<file path="src/rtl/detect_collector.sv">
// detect_collector
//   Receiving end of the classifier detection stream. Collects packed window
//   positions for one frame into a small register array, then replays the
//   list as an unpacked x/y stream once the frame terminator arrives.
//
//   Optional feature macro: DETECT_COLLECT_DEDUP_EN
//     When defined, a non-eot beat equal to the most recently stored entry of
//     the current frame is discarded (not stored, not counted, no overflow).
//
// Ports
//   clk, rst            clock, synchronous active-high reset
//   detect_pos_valid    input beat valid
//   detect_pos_ready    collector accepts beats (high only while collecting)
//   detect_pos_eot      frame terminator beat (position field ignored)
//   detect_pos          {filler, y[W_Y-1:0], x[W_X-1:0]}
//   out_valid/out_ready replay handshake
//   out_x, out_y        replayed position
//   out_eot             last replay beat of the frame
//   out_none            frame held no detections; beat carries no position
//   det_count           entries stored in the current frame
//   overflow            sticky: at least one detection dropped this frame
//   state_dbg           0 = COLLECT, 1 = DRAIN
//
// Handshake rule (both streams): a beat transfers on a cycle where valid and
// ready are both high at the rising edge. Once out_valid is raised it stays
// high, with x/y/eot/none stable, until the beat transfers.

module detect_collector #(
  parameter int IMG_WIDTH  = 45,
  parameter int IMG_HEIGHT = 45,
  parameter int MAX_DETECT = 16,
  localparam int W_X   = $clog2(IMG_WIDTH),
  localparam int W_Y   = $clog2(IMG_HEIGHT),
  localparam int W_CNT = $clog2(MAX_DETECT + 1)
) (
  input  logic             clk,
  input  logic             rst,
  input  logic             detect_pos_valid,
  output logic             detect_pos_ready,
  input  logic             detect_pos_eot,
  input  logic [31:0]      detect_pos,
  output logic             out_valid,
  input  logic             out_ready,
  output logic [W_X-1:0]   out_x,
  output logic [W_Y-1:0]   out_y,
  output logic             out_eot,
  output logic             out_none,
  output logic [W_CNT-1:0] det_count,
  output logic             overflow,
  output logic             state_dbg
);

  localparam int W_E   = W_X + W_Y;
  localparam int W_IDX = (MAX_DETECT > 1) ? $clog2(MAX_DETECT) : 1;
  localparam logic [W_CNT-1:0] MAX_CNT = W_CNT'(MAX_DETECT);

  typedef enum logic {
    COLLECT = 1'b0,
    DRAIN   = 1'b1
  } state_t;

  state_t             state, state_next;
  logic [W_E-1:0]     mem [MAX_DETECT];
  logic [W_IDX-1:0]   rd_ptr, rd_ptr_next;
  logic [W_CNT-1:0]   cnt_next;
  logic               ovf_next;
  logic               wr_en;
  logic [W_E-1:0]     pos_yx;
  logic [W_CNT-1:0]   last_idx;
  logic [W_E-1:0]     rd_entry;
  logic               is_full;
  logic               dup;

  assign pos_yx    = detect_pos[W_E-1:0];
  assign last_idx  = det_count - 1'b1;
  assign is_full   = (det_count == MAX_CNT);
  assign rd_entry  = mem[rd_ptr];
  assign state_dbg = (state == DRAIN);

`ifdef DETECT_COLLECT_DEDUP_EN
  // Only compare against a real entry; an empty frame has no "previous".
  assign dup = (det_count != '0) && (pos_yx == mem[last_idx[W_IDX-1:0]]);
`else
  assign dup = 1'b0;
`endif

  always_comb begin
    state_next       = state;
    rd_ptr_next      = rd_ptr;
    cnt_next         = det_count;
    ovf_next         = overflow;
    wr_en            = 1'b0;
    detect_pos_ready = 1'b0;
    out_valid        = 1'b0;
    out_eot          = 1'b0;
    out_none         = 1'b0;
    out_x            = '0;
    out_y            = '0;

    case (state)
      COLLECT: begin
        detect_pos_ready = 1'b1;
        if (detect_pos_valid) begin
          if (detect_pos_eot) begin
            state_next  = DRAIN;
            rd_ptr_next = '0;
          end else if (!dup) begin
            if (!is_full) begin
              wr_en    = 1'b1;
              cnt_next = det_count + 1'b1;
            end else begin
              ovf_next = 1'b1;
            end
          end
        end
      end

      DRAIN: begin
        out_valid = 1'b1;
        if (det_count == '0) begin
          // Empty frame: a single marker beat so the host still sees a frame end.
          out_none = 1'b1;
          out_eot  = 1'b1;
          if (out_ready) begin
            state_next = COLLECT;
            ovf_next   = 1'b0;
          end
        end else begin
          out_x   = rd_entry[W_X-1:0];
          out_y   = rd_entry[W_E-1:W_X];
          out_eot = (W_CNT'(rd_ptr) == last_idx);
          if (out_ready) begin
            if (out_eot) begin
              state_next  = COLLECT;
              cnt_next    = '0;
              ovf_next    = 1'b0;
              rd_ptr_next = '0;
            end else begin
              rd_ptr_next = rd_ptr + 1'b1;
            end
          end
        end
      end

      default: state_next = COLLECT;
    endcase
  end

  always_ff @(posedge clk) begin
    if (rst) begin
      state     <= COLLECT;
      rd_ptr    <= '0;
      det_count <= '0;
      overflow  <= 1'b0;
    end else begin
      state     <= state_next;
      rd_ptr    <= rd_ptr_next;
      det_count <= cnt_next;
      overflow  <= ovf_next;
    end
  end

  // Storage is not reset; entries beyond det_count are never read.
  always_ff @(posedge clk) begin
    if (wr_en && !rst) begin
      mem[det_count[W_IDX-1:0]] <= pos_yx;
    end
  end

endmodule

</file>
<file path="config.mk">
export PLATFORM = sky130hd
export DESIGN_NAME = detect_collector
export DESIGN_NICKNAME = d
export VERILOG_FILES = /design/src/rtl/detect_collector.sv
export SDC_FILE = /design/constraint.sdc
export NUM_CORES = 1
export LEC_CHECK = 0
export ABC_CLOCK_PERIOD_IN_PS = 7530
export CAP_MARGIN = 20
export CORE_UTILIZATION = 60
export CTS_CLUSTER_SIZE = 12
export DETAILED_ROUTE_END_ITERATION = 10
export PLACE_DENSITY_LB_ADDON = 0.15
export SLEW_MARGIN = 20
export SYNTH_ARGS = -nofsm -noshare
export SYNTH_HDL_FRONTEND = slang
export SYNTH_SLANG_ARGS = --single-unit
</file>
<file path="constraint.sdc">
create_clock -name clk -period 7.53 [get_ports clk]
set_input_delay 1.506 -clock clk [delete_from_list [all_inputs] [get_ports clk]]
set_output_delay 1.506 -clock clk [all_outputs]
set_load 0.02 [all_outputs]
</file>
==> results of run 1 <==
## area by class of cell
class,count,area (sq um),share of cell area [%]
sequential,207,6070,64.0
multi-input combinational,174,2120,22.4
tap,176,220,2.32
timing repair buffer,52,488,5.14
clock buffer,29,556,5.85
clock inverter,3,17.5,0.185
inverter,4,15.0,0.158
## registers in the layout, summed over array words and instances (netlist names), named ones only
name / flops
det_count: 5
mem: 192
overflow: 1
rd_ptr: 4
state_dbg: 1
## power breakdown
part | internal (W) | switching, W | total [W]
Clock | 0.000510 | 0.000383 | 0.000893
Combinational | 0.0000355 | 0.0000420 | 0.0000775
Sequential | 0.00126 | 0.00000812 | 0.00127
Total | 0.00181 | 0.000433 | 0.00224
## routing by layer
layer	routed length [microns]	track usage [%]	vias up	share of wire, %
met2	8240	39.6	165	51
li1	-	-	1786	-
met1	6400	33.1	2127	40
met5	0	0	-	0
met4	335	7.42	0	2.1
met3	1170	3.99	27	7.2
## through the flow
step	cells	util, %	hold WS, ns	setup WS, ns	area [sq um]
2_1_floorplan	406	-	0.496	4.10	8290
3_5_place_dp	613	66.8	0.531	3.11	8920
6_report	645	71.1	0.544	2.62	9490
3_3_place_gp	613	66.8	0.510	3.13	8920
4_1_cts	645	71.1	0.547	2.57	9490
5_1_grt	645	71.1	0.586	2.45	9490
## final timing paths
check	end	slack, ns	cells past startpoint
max	out_x[1]	2.62	6
max reg2reg	mem[5][8]	4.03	8
min	flip-flop	0.54	2
min reg2reg	flip-flop	0.54	2
## cells in the mapped netlist (2+ instances only)
cell	count
clkbuf_1	8
a31oi_1	4
buf_2	6
a32oi_1	2
nor2_1	20
mux4_2	60
nor2b_1	14
a21oi_1	9
edfxtp_1	192
o21ai_1	2
o21ai_0	2
nor3_1	10
xnor2_1	3
nand3_1	2
a211oi_1	2
nor3b_1	3
ha_1	6
inv_1	4
buf_6	3
o32ai_1	2
dfxtp_1	15
nand3b_1	2
or2_2	3
nand2_1	12
a31oi_4	2
buf_1	3
xor2_1	2
## kinds of logic (layout without fill, tap and decap cells)
kind of cell	Yosys count	after routing
flip-flops	207	207
AND/OR/NAND/NOR	73	73
multiplexers	60	60
AO/OA/AOI/OAI	30	30
buffers and inverters	25	88
adder cells (fa/ha/maj)	6	6
XOR/XNOR	5	5
## worst max-delay path, stage by stage (launching register included)
cell and delay, ns:
dfxtp_1 0.54, inv_1 0.16, ha_1 0.27, or4b_1 0.39, nand2_1 0.51, nor2b_1 0.38, clkdlybuf4s50_1 0.66
==> impl_metrics.env, run 1 <==
export IMPL_status="finished, final reports clean"
export IMPL_die_x_microns=120
export IMPL_cp_arrival_ns=3.40
export IMPL_cp_required_ns=6.02
export IMPL_ioPinCount=60
export IMPL_place_congestion=0.834
export IMPL_io_buffer_count=39
export IMPL_synth_mux_area_fraction_pct=16.3
export IMPL_synth_async_reset_ratio_pct=0
export IMPL_clock_sinks=207
export IMPL_synth_top_area_share_pct=69.6
export IMPL_die_height_microns=120
export IMPL_grt_max_degree=49
export IMPL_synth_edff_count=192
export IMPL_synth_top_family_by_area="multiplexers"
export IMPL_clock_fmax_mhz=204
export IMPL_vias_per_cell=6.36
export IMPL_hp_class="flip-flop to flip-flop"
export IMPL_drive_gt1_share_pct=24.3
export IMPL_total_power_w=0.00224
export IMPL_fin_crit_ns=4.91
export IMPL_wl_per_cell_microns=25.0
export IMPL_synthDistinctLibCells=40
export IMPL_yosys_most_used_dff="edfxtp_1"
export IMPL_hpwl_microns=8860
export IMPL_track_usage_pct=23.9
export IMPL_hold_viol=0
export IMPL_vias=4105
export IMPL_insertedDiodeCount=0
export IMPL_mostFrequentLayoutCells="edfxtp_1, mux4_2, clkdlybuf4s50_1"
export IMPL_min_from="rd_ptr[0]"
export IMPL_setup_worst_path_start_class="flip-flop"
export IMPL_ctsHoldBuffers=0
export IMPL_finClkSkew_ns=0.00821
export IMPL_ys_seq_area_share_pct=73.2
export IMPL_rows=42
export IMPL_fillCellCount=849
export IMPL_ys_seq_elements=207
export IMPL_yosys_area_top_type="edfxtp_1"
export IMPL_numCtsBuffers=21
export IMPL_crit_type="flip-flop to primary output"
export IMPL_synthAdderAreaFrac_pct=0.906
export IMPL_setup_viol=0
export IMPL_cts_setup_buffers=0
export IMPL_drtIter0Drc=334
export IMPL_power_density_mw_per_mm2=236
export IMPL_nNetsFinal=503
export IMPL_cts_root_buf="clkbuf_16"
export IMPL_cts_resized=0
export IMPL_drc=0
export IMPL_h_tree_depth=1
export IMPL_clkLatencyLatePin_ns=0.48
export IMPL_syn_cell_area_sq_mm=0.00829
export IMPL_die_area_sq_mm=0.0143
export IMPL_cts_max_path_buffers=3
export IMPL_area_growth_pct=14.5
export IMPL_startpoint="det_count[0]"
export IMPL_worst_slew_pin_transition_ns=0.986
export IMPL_r2r_start="det_count[0]"
export IMPL_grt_overflow_total=0
export IMPL_slew_headroom_pct=34.2
export IMPL_first_pass_iters=5
export IMPL_clkTransAtPathRegs_ns=0.06
export IMPL_start_util_pct=62.1
export IMPL_yosysWarnings=0
export IMPL_synth_compound_area_share_pct=2.79
export IMPL_drt_wl_total_microns=16100
export IMPL_synth_simple_area_share_pct=4.73
export IMPL_synth_area_leaders="edfxtp_1, mux4_2, dfxtp_1, nor2b_1, ha_1"
export IMPL_final_setup_tns_ns=0
export IMPL_endpoint_kind="primary output"
export IMPL_rsz0062_at_grt="no"
export IMPL_avgSynthCellArea_sq_um=20.4
export IMPL_postRouteAntennaNets=0
export IMPL_finalCritPeriodShare_pct=65.2
export IMPL_core_area_sq_mm=0.0133
export IMPL_vdd_drop_max_uv=173
export IMPL_drv_cap=0
export IMPL_grt_antenna_before_repair=0
export IMPL_synth_nets=449
export IMPL_slew_viol_final=0
export IMPL_final_common_cell="edfxtp_1"
export IMPL_critPathMaxFanout=12
export IMPL_grt_pass1_wl_microns=24700
export IMPL_synthesis_instances=406
export IMPL_synth_xor_area_share_pct=0.528
export IMPL_grt_pass1_vias=4231
export IMPL_leakagePower_nw=2.87
export IMPL_cts_tree="done"
Power figures use the tool's default switching activity.
==> run 2, diff against run 1 <==
--- a/config.mk
+++ b/config.mk
@@ -5,9 +5,9 @@
 export SDC_FILE = /design/constraint.sdc
 export NUM_CORES = 1
 export LEC_CHECK = 0
-export ABC_CLOCK_PERIOD_IN_PS = 7530
+export ABC_CLOCK_PERIOD_IN_PS = 4000
 export CAP_MARGIN = 20
-export CORE_UTILIZATION = 60
+export CORE_UTILIZATION = 53
 export CTS_CLUSTER_SIZE = 12
 export DETAILED_ROUTE_END_ITERATION = 10
 export PLACE_DENSITY_LB_ADDON = 0.15
==> constraint.sdc (replaced) <==
create_clock -name clk -period 4 [get_ports clk]
set_input_delay 0.8 -clock clk [delete_from_list [all_inputs] [get_ports clk]]
set_output_delay 0.8 -clock clk [all_outputs]
set_load 0.02 [all_outputs]
==> run 2 against run 1 <==
  * Setup slack got worse by 2.4 ns
  * Clock skew rose by 0.0054 ns
  * Worst hold slack improved by 0.0043 ns
  * Sequential power rose by 87%
  * Die area rose by 13%
  * Cell area rose by 3.9%
  * Total power rose by 100%
  * Count of clock-buffer cells in the layout did not move
  * Largest cell class unchanged
==> impl_metrics.env, run 2 (same netlist as run 1, synthesis figures left out) <==
export IMPL_status="finished, final reports clean"
export IMPL_fin_crit_ns=3.81
export IMPL_vias_per_cell=5.90
export IMPL_clock_fmax_mhz=262
export IMPL_p_switching_w=0.000855
export IMPL_ioPinCount=60
export IMPL_place_congestion=0.808
export IMPL_clkLatencyLatePin_ns=0.50
export IMPL_slew_viol_final=0
export IMPL_core_area_sq_mm=0.0153
export IMPL_die_height_microns=127
export IMPL_setup_viol=0
export IMPL_drive_gt1_share_pct=27.9
export IMPL_slew_headroom_pct=46.0
export IMPL_critical_path_top_delay_family="simple AND/OR/NAND/NOR gates"
export IMPL_p_comb_share_pct=3.8
export IMPL_pre_cts_ws_ns=0.562
export IMPL_power_density_mw_per_mm2=453
export IMPL_clock_sinks=207
export IMPL_internal_power_w=0.00361
export IMPL_leakagePower_nw=3.07
export IMPL_drtIter0Drc=327
export IMPL_cp_arrival_ns=3.01
export IMPL_final_common_cell="edfxtp_1"
export IMPL_finalCritPeriodShare_pct=95.4
export IMPL_grt_overflow_total=0
export IMPL_cts_max_path_buffers=3
export IMPL_hp_class="flip-flop to flip-flop"
export IMPL_largest_reg_flops=192
export IMPL_dpl_cell_area_sq_mm=0.00915
export IMPL_clkTransAtPathRegs_ns=0.06
export IMPL_crit_buf_inv=2
export IMPL_vdd_drop_max_uv=471
export IMPL_hpwl_microns=9910
export IMPL_die_area_sq_mm=0.0161
export IMPL_final_setup_tns_ns=0
export IMPL_drv_cap=0
export IMPL_cts_tree="done"
export IMPL_hold_viol=0
export IMPL_whs_ns=0.548
export IMPL_r2r_setup_slack_ns=1.19
export IMPL_start_util_pct=54.3
export IMPL_grt_max_degree=21
export IMPL_worst_slew_pin_transition_ns=0.809
export IMPL_rsz0062_at_grt="no"
export IMPL_finClkSkew_ns=0.0136
export IMPL_vias=4181
export IMPL_drc=0
export IMPL_slowest_stage="clkdlybuf4s50_1"
export IMPL_numCtsBuffers=22
export IMPL_postRouteAntennaNets=0
export IMPL_path_cells="inv_1, ha_1, or4b_1, nand2_1, nor2b_1, clkdlybuf4s50_1"
export IMPL_grt_pass1_wl_microns=25500
export IMPL_total_power_w=0.00447
export IMPL_rows=45
export IMPL_h_tree_depth=1
export IMPL_cpPeakStageDelay_ns=0.58
export IMPL_crit_type="flip-flop to primary output"
export IMPL_setup_ws_ns=0.186
export IMPL_cts_root_buf="clkbuf_16"
export IMPL_first_pass_iters=5
export IMPL_postLayoutCellArea_sq_mm=0.00986
export IMPL_wl_per_cell_microns=23.3
export IMPL_setup_worst_path_start_class="flip-flop"
export IMPL_p_sw_share_pct=19.1
export IMPL_io_buffer_count=39
export IMPL_p_seq_share_pct=53.2
export IMPL_drt_wl_total_microns=16500
export IMPL_mostFrequentLayoutCells="edfxtp_1, mux4_2, clkdlybuf4s50_1"
export IMPL_area_growth_pct=19.0
export IMPL_nNetsFinal=531
export IMPL_cp_required_ns=3.20
export IMPL_insertedDiodeCount=0
export IMPL_ctsHoldBuffers=0
export IMPL_die_x_microns=127
export IMPL_track_usage_pct=21.8
export IMPL_endpoint_kind="primary output"
export IMPL_grt_pass1_vias=4307
export IMPL_cts_resized=0
export IMPL_critPathMaxFanout=12
export IMPL_p_clk_share_pct=43.0
export IMPL_grt_antenna_before_repair=0
==> run 2: worst min-delay path, stage by stage (launching register included) <==
cell and delay [ns]:
dfxtp_1 0.33, a31oi_1 0.05, nor3_1 0.12
==> run 2: per-layer routing <==
layer  share of wire [%]  vias to the layer above  GRT usage (%)
li1                    -                     1841              -
met1                  45                     2207           32.1
met2                  49                      113           34.7
met3                 4.6                       20           3.48
met4                 1.6                        0           5.39
met5                   0                        -              0
==> run 2: layout make-up <==
| class | count | area (sq um) |
|---|---|---|
| flip-flops and latches | 207 | 6070 |
| fillers | 1050 | 5400 |
| multi-input cells | 174 | 2110 |
| repair buffers | 79 | 728 |
| clock buffers | 29 | 598 |
| well taps | 211 | 264 |
| clock inverters | 5 | 72.6 |
| inverters | 4 | 15.0 |
==> run 2: final timing paths <==
path / cells past startpoint / to / startpoint
max: 6 / out_x[4] / det_count[1]
min: 2 / overflow / overflow
max reg2reg: 6 / mem[6][7] / det_count[2]
min reg2reg: 2 / overflow / overflow
==> run 2: timing repair <==
item                       in CTS  in global routing
setup endpoints to repair       0                  5
setup buffers                   0                  5
hold endpoints to repair        0                  0
==> run 2: metrics by stage <==
step	instances	utilization, %
2_1_floorplan	406	-
3_3_place_gp	670	60.0
3_5_place_dp	670	60.0
4_1_cts	704	64.4
5_1_grt	709	64.6
6_report	709	64.6
==> run 2: power groups by stage <==
stage                     Sequential, W  Combinational, W  Clock, W
after global routing            0.00238          0.000181   0.00203
after CTS                       0.00238          0.000166   0.00196
after floorplan                 0.00243         0.0000800         0
final                           0.00238          0.000168   0.00192
after global placement          0.00242          0.000161         0
after detailed placement        0.00242          0.000165         0
==> run 3, diff against run 2 <==
--- a/config.mk
+++ b/config.mk
@@ -7,6 +7,7 @@
 export LEC_CHECK = 0
 export ABC_CLOCK_PERIOD_IN_PS = 4000
 export CAP_MARGIN = 20
+export CORE_MARGIN = 1.5
 export CORE_UTILIZATION = 53
 export CTS_CLUSTER_SIZE = 12
 export DETAILED_ROUTE_END_ITERATION = 10
==> run 3 against run 2 <==
  * Setup slack improved by 0.013 ns
  * Global-route usage fell by 0.32 points
  * Sequential share of layout area rose by 0.26 points
  * Sequential cell count did not move
  * Clock skew fell by 0.0054 ns
  * Total power fell by 0.49%
  * Cell area fell by 0.42%
  * Cell count fell by 0.85%
  * Clock power barely moved
  * Die area rose by 1.6%
==> impl_metrics.env, run 3 (same netlist as run 1, synthesis figures left out) <==
export IMPL_clkTransAtPathRegs_ns=0.06
export IMPL_h_tree_depth=1
export IMPL_nNetsFinal=524
export IMPL_fillCellCount=1049
export IMPL_worst_slew_pin_transition_ns=0.893
export IMPL_drtIter0Drc=359
export IMPL_die_height_microns=128
export IMPL_worstRegToRegCells=8
export IMPL_place_congestion=0.756
export IMPL_cts_resized=0
export IMPL_power_density_mw_per_mm2=453
export IMPL_drv_cap=0
export IMPL_endpoint_kind="primary output"
export IMPL_setup_ws_ns=0.199
export IMPL_postRouteAntennaNets=0
export IMPL_final_setup_tns_ns=0
export IMPL_first_pass_iters=4
export IMPL_start_util_pct=54.3
export IMPL_numCtsBuffers=22
export IMPL_clock_fmax_mhz=263
export IMPL_track_usage_pct=21.5
export IMPL_insertedDiodeCount=0
export IMPL_die_x_microns=128
export IMPL_min_from="rd_ptr[0]"
export IMPL_drt_wl_total_microns=16500
export IMPL_setup_worst_path_start_class="flip-flop"
export IMPL_finClkSkew_ns=0.00823
export IMPL_whs_ns=0.545
export IMPL_finalCritPeriodShare_pct=95.0
export IMPL_largest_reg_flops=192
export IMPL_finalNonFillerCells=703
export IMPL_r2r_start="det_count[0]"
export IMPL_wl_per_cell_microns=23.4
export IMPL_io_buffer_count=39
export IMPL_drive_gt1_share_pct=27.4
export IMPL_clkLatencyLatePin_ns=0.49
export IMPL_grt_pass1_vias=4299
export IMPL_total_power_w=0.00444
export IMPL_cts_setup_buffers=0
export IMPL_ioPinCount=60
export IMPL_cp_required_ns=3.20
export IMPL_hold_viol=0
export IMPL_crit_type="flip-flop to primary output"
export IMPL_fin_crit_ns=3.80
export IMPL_min_path_cells=2
export IMPL_status="finished, final reports clean"
export IMPL_mostFrequentLayoutCells="edfxtp_1, mux4_2, clkdlybuf4s50_1"
export IMPL_final_common_cell="edfxtp_1"
export IMPL_cts_max_path_buffers=3
export IMPL_vias=4150
export IMPL_pre_cts_ws_ns=0.647
export IMPL_dp_cells=668
export IMPL_slew_viol_final=0
export IMPL_setup_viol=0
export IMPL_grt_max_degree=49
export IMPL_rr_endpoint="mem[14][10]"
export IMPL_rows=45
export IMPL_grt_pass1_wl_microns=25400
export IMPL_cp_arrival_ns=3.00
export IMPL_area_growth_pct=18.5
export IMPL_slew_headroom_pct=40.4
export IMPL_leakagePower_nw=3.04
export IMPL_hp_class="flip-flop to flip-flop"
export IMPL_vdd_drop_max_uv=362
export IMPL_core_area_sq_mm=0.0153
export IMPL_cts_tree="done"
export IMPL_die_area_sq_mm=0.0164
export IMPL_grt_antenna_before_repair=0
export IMPL_grt_overflow_total=0
export IMPL_r2r_setup_slack_ns=0.66
export IMPL_cts_root_buf="clkbuf_16"
export IMPL_drc=0
export IMPL_rsz0062_at_grt="no"
export IMPL_critPathMaxFanout=15
export IMPL_clock_sinks=207
export IMPL_hpwl_microns=10100
export IMPL_ctsHoldBuffers=0
export IMPL_vias_per_cell=5.90
## run 3: cell count changes in the layout (fill, tap and decap cells not counted), sizes merged
cell,before,now
clkbuf,29,31
buf,40,33
bufinv,2,1
## run 3: worst max path at each step
stage / endpoint / startpoint
after floorplan: mem[0][0] / det_count[0]
after global placement: out_x[4] / flip-flop
after detailed placement: mem[14][10] / det_count[0]
after CTS: out_y[3] / flip-flop
after global routing: out_x[4] / flip-flop
final: out_x[4] / flip-flop
## run 3: stage by stage
stage	area [sq um]	util [%]
final	9820	64.4
after global routing	9820	64.4
after CTS	9820	64.3
after global placement	9140	59.9
after floorplan	8290	-
after detailed placement	9140	59.9
## run 3: worst max-delay path: stages (launching register included)
cell and delay, ns:
dfxtp_4 0.55, buf_4 0.27, mux4_2 0.50, mux4_2 0.48, nor2b_1 0.15, clkdlybuf4s50_1 0.54
## run 3: area by class of cell
cell class | instances | area [sq um] | area share, %
clock buffers | 31 | 636 | 6.47
flip-flops and latches | 207 | 6070 | 61.8
multi-input cells | 174 | 2120 | 21.6
repair buffers | 72 | 676 | 6.88
well taps | 211 | 264 | 2.69
clock inverters | 4 | 42.5 | 0.433
inverters | 4 | 15.0 | 0.153
## run 3: per-layer routing
metal | global-route usage (%) | share of wire [%]
met5 | 0 | 0
met4 | 5.75 | 2.0
met3 | 3.55 | 5.4
met2 | 35.0 | 50
met1 | 30.8 | 43
## run 3: power by group
group          total, W  internal [W]  switching, W
combinational  0.000155     0.0000716     0.0000837
sequential      0.00238       0.00237     0.0000112
clock           0.00191       0.00116      0.000749
total           0.00444       0.00360      0.000844
==> patch 1 (flow settings as in run 1) <==
One comparison of `det_count` changes from == to >=.
--- a/src/rtl/detect_collector.sv
+++ b/src/rtl/detect_collector.sv
@@ -73,7 +73,7 @@
 
   assign pos_yx    = detect_pos[W_E-1:0];
   assign last_idx  = det_count - 1'b1;
-  assign is_full   = (det_count == MAX_CNT);
+  assign is_full   = (det_count >= MAX_CNT);
   assign rd_entry  = mem[rd_ptr];
   assign state_dbg = (state == DRAIN);
 
Function: same outputs for any inputs over 4 cycles, from zero or initial values and one cycle with rst high; that may be too few to reach the edited logic, so the function may still have changed.
==> patch 1 against run 1 <==
Sequential power hardly changed; final area rose by 0.86%; hold slack worse by 0.0033 ns; sequential cell count unchanged; largest cell class unchanged; highest routed layer unchanged; routed wire length increased by 2.6%; area after synthesis increased by 0.24%; power is 5.7% higher; setup slack lost 0.017 ns.
==> patch 1: results (changes against run 1) <==
stage,metric,value,unit,change
route,Avg WL per Cell,25.20,um,+0.69%
power,VDD IR-drop max,0.2063,mV,+19%
placement,detailed placement HPWL,9.166,mm,+3.4%
logic_synthesis,synth warn,0,,unchanged
logic_synthesis,synthesized net count,459,,+2.2%
power,Leak,2.994,nW,+4.3%
logic_synthesis,Mapped Cells,416,,+2.5%
hold_path,Hold Crit Class,reg2reg,,
logic_synthesis,Commonest cells post-synth,"192 x edfxtp_1, 54 x mux4_2, 21 x nor2_1",,
timing,max_slew headroom,0.3244,,-0.01787
setup_path,Critical Path AT,3.42,ns,+0.02 ns
placement,pre-CTS WS,3.081,ns,-0.02946 ns
outcome,status,finished clean,,
route,Max Used Layer,met4,,
finish,Layout Nets,512,,+1.8%
setup_path,CP max-delay cell,dfxtp_4,,
clock_tree,Num CTS Buffers,22,,+4.8%
placement,placed insts,621,,+1.3%
grt,GRT Util Overall,0.2447,,+0.005548
route,metal3 WL,1.134,mm,-2.8%
logic_synthesis,"Primary FF master, synth",edfxtp_1,,
logic_synthesis,sequential area share after synthesis,0.7302,,-0.001764
clock_tree,Clock Path Buffers,3,,unchanged
clock_tree,root buffer cell,clkbuf_16,,
clock_tree,post-CTS setup buffers,0,,unchanged
setup_path,crit-path max cell delay,1.01,ns,+0.35 ns
timing,skew final,0.008658,ns,+0.0004479 ns
finish,ant diodes,0,,unchanged
logic_synthesis,"Async S/R FF share, synth",0,,unchanged
grt,first-pass GRT wire length,25.43,mm,+3.1%
route,met2 wire length,8.103,mm,-1.7%
finish,fill cell count,812,,-4.4%
clock_tree,Skew-Pair Late Insertion Delay,0.49,ns,
route,met1 wire length,6.862,mm,+7.3%
logic_synthesis,synth unique cells,44,,+10%
logic_synthesis,"EDFF count, synth",192,,unchanged
clock_tree,clock slew at reported path FFs,0.06,ns,about the same
grt,vias in the first global route,4311,,+1.9%
floorplanning,row cnt,42,,unchanged
route,vias per cell,6.470,,+1.7%
grt,initial antenna violation count,0,,unchanged
clock_tree,depth of the CTS H-tree,1,,unchanged
finish,share of layout cells above drive strength 1,0.2183,,-0.02478
clock_tree,cts repair resizes,0,,unchanged
placement,GPL Wtd Cong,0.8260,,-0.90%
grt,M1 GR Usage,0.3583,,+0.02704
placement,buffers added on ports,39,,unchanged
grt,met3 global-route usage,0.03232,,-0.007605
route,first-pass detailed-route iteration total,5,,unchanged
finish,max reg flops,192,,unchanged
grt,largest net degree at the start of global routing,49,,unchanged
setup_path,crit path max fanout,48,,+36
logic_synthesis,largest cells by area after synthesis,"edfxtp_1 69%, mux4_2 15%, dfxtp_1 3.6%, mux4_1 1.9%, nor2_1 0.95%",,
route,final wirelength,16.56,mm,+2.6%
grt,met2 usage,0.3866,,-0.009032
route,initial drt markers,447,,+34%
## patch 1: changes by cell type after synthesis, moves of 4 or more
cell / delta
nor2b_1: -13
nand2_1: +4
mux4_2: -6
clkbuf_1: +4
and3_1: +12
mux4_1: +6
nand3_1: +5
## patch 1: layout make-up
class / count / area share
clock buffers: 29 / 0.06025
flip-flops and latches: 207 / 0.6343
clock inverters: 7 / 0.007058
inverters: 6 / 0.002353
well taps: 176 / 0.02300
repair buffers: 53 / 0.05176
multi-input cells: 179 / 0.2213
## patch 1: final timing paths
kind | cells past startpoint | end | slack (ns) | from
max | 4 | out_y[3] | 2.61 | flop
max reg2reg | 5 | mem[10][5] | 4.74 | state_dbg
min reg2reg | 2 | flop | 0.54 | rd_ptr[1]
min | 2 | flop | 0.54 | rd_ptr[1]
## patch 1: critical path: cells and delay by family, from the launching register on
family        cells  cell delay [ns]
simple gates      1             0.22
mux               2             1.10
flops             1             1.01
buf+inv           1             0.55
## patch 1: report_power, final
| part | leakage (nW) | switching (mW) | total (mW) | internal, mW |
|---|---|---|---|---|
| Clock | 0.313 | 0.405 | 0.975 | 0.570 |
| Sequential | 1.85 | 0.0111 | 1.27 | 1.26 |
| Combinational | 0.831 | 0.0663 | 0.117 | 0.0508 |
## patch 1: kinds of logic after synthesis
group	after synthesis	synth area share
DFF	207	0.7302
and+or+nand+nor	84	0.05151
muxes	62	0.1678
buffers and inverters	30	0.01958
AOI/OAI and AO/OA	22	0.01657
adders and majority gates	6	0.009037
xor gates and xnor gates	5	0.005273
## patch 1: metrics by stage
stage	total power, mW	cell area [sq um]
6_report	2.367	9573
3_5_place_dp	1.415	8927
5_1_grt	2.433	9573
3_3_place_gp	1.411	8927
2_1_floorplan	1.363	8307
4_1_cts	2.380	9572
==> patch 2 (settings of run 1) <==
Made on the original files. Build with the macro `DETECT_COLLECT_DEDUP_EN` defined.
--- a/src/rtl/detect_collector.sv
+++ b/src/rtl/detect_collector.sv
@@ -24,6 +24,8 @@
 // Handshake rule (both streams): a beat transfers on a cycle where valid and
 // ready are both high at the rising edge. Once out_valid is raised it stays
 // high, with x/y/eot/none stable, until the beat transfers.
+
+`define DETECT_COLLECT_DEDUP_EN
 
 module detect_collector #(
   parameter int IMG_WIDTH  = 45,
Function: changed (Yosys sat finds a counterexample within 4 cycles, from zero or initial values and one cycle with rst high).
==> patch 2 against run 1 <==
Synthesized cell count grew 31%; area after synthesis rose by 19%; setup slack got worse by 0.72 ns; sequential share of layout area shrank 10 points; routed wire length rose by 52%; non-clock buffer count grew 1; cell count rose by 24%; hold slack improved by 0.049 ns; core utilization decreased by 0.61 points; maximum frequency fell by 13%; final area increased by 19%; sequential cell count unchanged; critical path type is now reg2reg.
Power is not compared: it rests on default switching activity, and its combinational part moved more than twofold at a synthesized area within 25%.
==> patch 2: results (changes against run 1) <==
stage,metric,value,unit,change
grt,vias in the first global route,5806,,+37%
logic_synthesis,Mapped Avg Cell Area,18.65,sq um,-8.6%
logic_synthesis,synth unique cells,55,,+38%
clock_tree,clock slew at reported path FFs,0.06,ns,about the same
clock_tree,Skew-Pair Late Insertion Delay,0.52,ns,+0.04 ns
power,VDD IR-drop max,0.2078,mV,
grt,met3 global-route usage,0.05740,,+0.01748
grt,met2 usage,0.5063,,+0.1107
finish,Final Non-Filler Cells,801,,+24%
timing,skew final,0.01740,ns,+0.009191 ns
outcome,status,finished clean,,
route,Avg WL per Cell,30.63,um,+22%
logic_synthesis,synthesized net count,572,,+27%
finish,Layout Nets,612,,+22%
logic_synthesis,Commonest cells post-synth,"192 x edfxtp_1, 107 x mux4_2, 21 x clkbuf_1",,
clock_tree,Clock Path Buffers,3,,unchanged
setup_path,crit path max fanout,30,,+18
clock_tree,Num CTS Buffers,23,,+9.5%
logic_synthesis,largest cells by area after synthesis,"edfxtp_1 58%, mux4_2 24%, dfxtp_1 3.0%, a22oi_1 1.4%, and3_1 1.1%",,
placement,placed cell areas,10570,sq um,+19%
placement,placed insts,761,,+24%
finish,share of layout cells above drive strength 1,0.2991,,+0.05607
grt,GRT Util Overall,0.3057,,+0.06649
finish,ant diodes,0,,unchanged
placement,GPL Wtd Cong,0.8275,,-0.72%
clock_tree,cts repair resizes,0,,unchanged
route,vias per cell,7.256,,+14%
logic_synthesis,sequential area share after synthesis,0.6137,,-0.1182
grt,M1 GR Usage,0.4043,,+0.07310
logic_synthesis,synth warn,0,,unchanged
clock_tree,depth of the CTS H-tree,1,,unchanged
grt,initial antenna violation count,0,,unchanged
setup_path,Setup CP Type,reg2reg,,
hold_path,Hold Crit Start,rd_ptr[1],,
grt,first-pass GRT wire length,36.21,mm,+47%
placement,detailed placement HPWL,14.21,mm,+60%
route,initial drt markers,726,,+120%
setup_path,Critical Path AT,5.75,ns,+2.35 ns
hold_path,Hold Crit Class,reg2reg,,
timing,Worst-Margin Slew,1.128,ns,+0.1424 ns
## patch 2: cell count changes after synthesis, sizes merged, moves of 6 or more
cell and change:
inv +6, nor2 -8, a22oi +18, nor2b -13
mux4 +47, and3 +18, clkbuf +13, a22o +7
## patch 2: critical path, stage by stage (launching register included)
cell     delay (ns)
dfxtp_1        0.56
inv_2          0.13
ha_2           0.89
buf_4          0.46
mux4_2         0.39
a22o_1         0.26
o21ai_0        0.43
a22oi_1        0.15
nor3b_1        0.19
a41oi_1        0.73
and3_1         1.03
## patch 2: cell type report
| class | instances | area, sq um |
|---|---|---|
| clock inverter | 11 | 113.9 |
| timing repair buffer | 53 | 495.5 |
| sequential | 207 | 6071 |
| multi-input combinational | 275 | 3694 |
| fill | 1039 | 4721 |
| clock buffer | 29 | 598.1 |
| tap | 216 | 270.3 |
| inverter | 10 | 37.54 |
## patch 2: logic make-up (layout without fill, tap and decap cells)
group                      after synthesis  count (layout)  share of synthesized area
and+or+nand+nor                         87              87                    0.05304
adders and majority gates                5               5                   0.006330
xor gates and xnor gates                15              15                    0.01329
muxes                                  111             111                     0.2480
DFF                                    207             207                     0.6137
AOI/OAI and AO/OA                       57              57                    0.04406
buffers and inverters                   48             103                    0.02152
## patch 2: where the power goes
part	total [mW]	internal [mW]	switching, mW	leakage (nW)
combinational	0.243	0.121	0.122	1.38
clock	1.06	0.631	0.431	0.348
sequential	1.28	1.26	0.0216	1.85
## patch 2: stage by stage
step | hold WS, ns | worst slack, ns
after floorplan | 0.5252 | 2.296
after global placement | 0.5587 | 2.189
after detailed placement | 0.5781 | 2.073
after CTS | 0.5874 | 2.069
after global routing | 0.6217 | 1.775
final | 0.5933 | 1.903
## patch 2: worst paths after layout
| kind | to | slack (ns) | cells past startpoint |
|---|---|---|---|
| worst max-delay path | mem[2][9] | 1.90 | 10 |
| worst max register to register | mem[2][9] | 1.90 | 10 |
| worst min register to register | flop | 0.59 | 2 |
| worst min-delay path | flop | 0.59 | 2 |
## patch 2: layer usage
metal,up-vias,share of wire
li1,2352,-
met1,2991,0.37
met2,399,0.50
met3,70,0.092
met4,0,0.039
met5,-,0
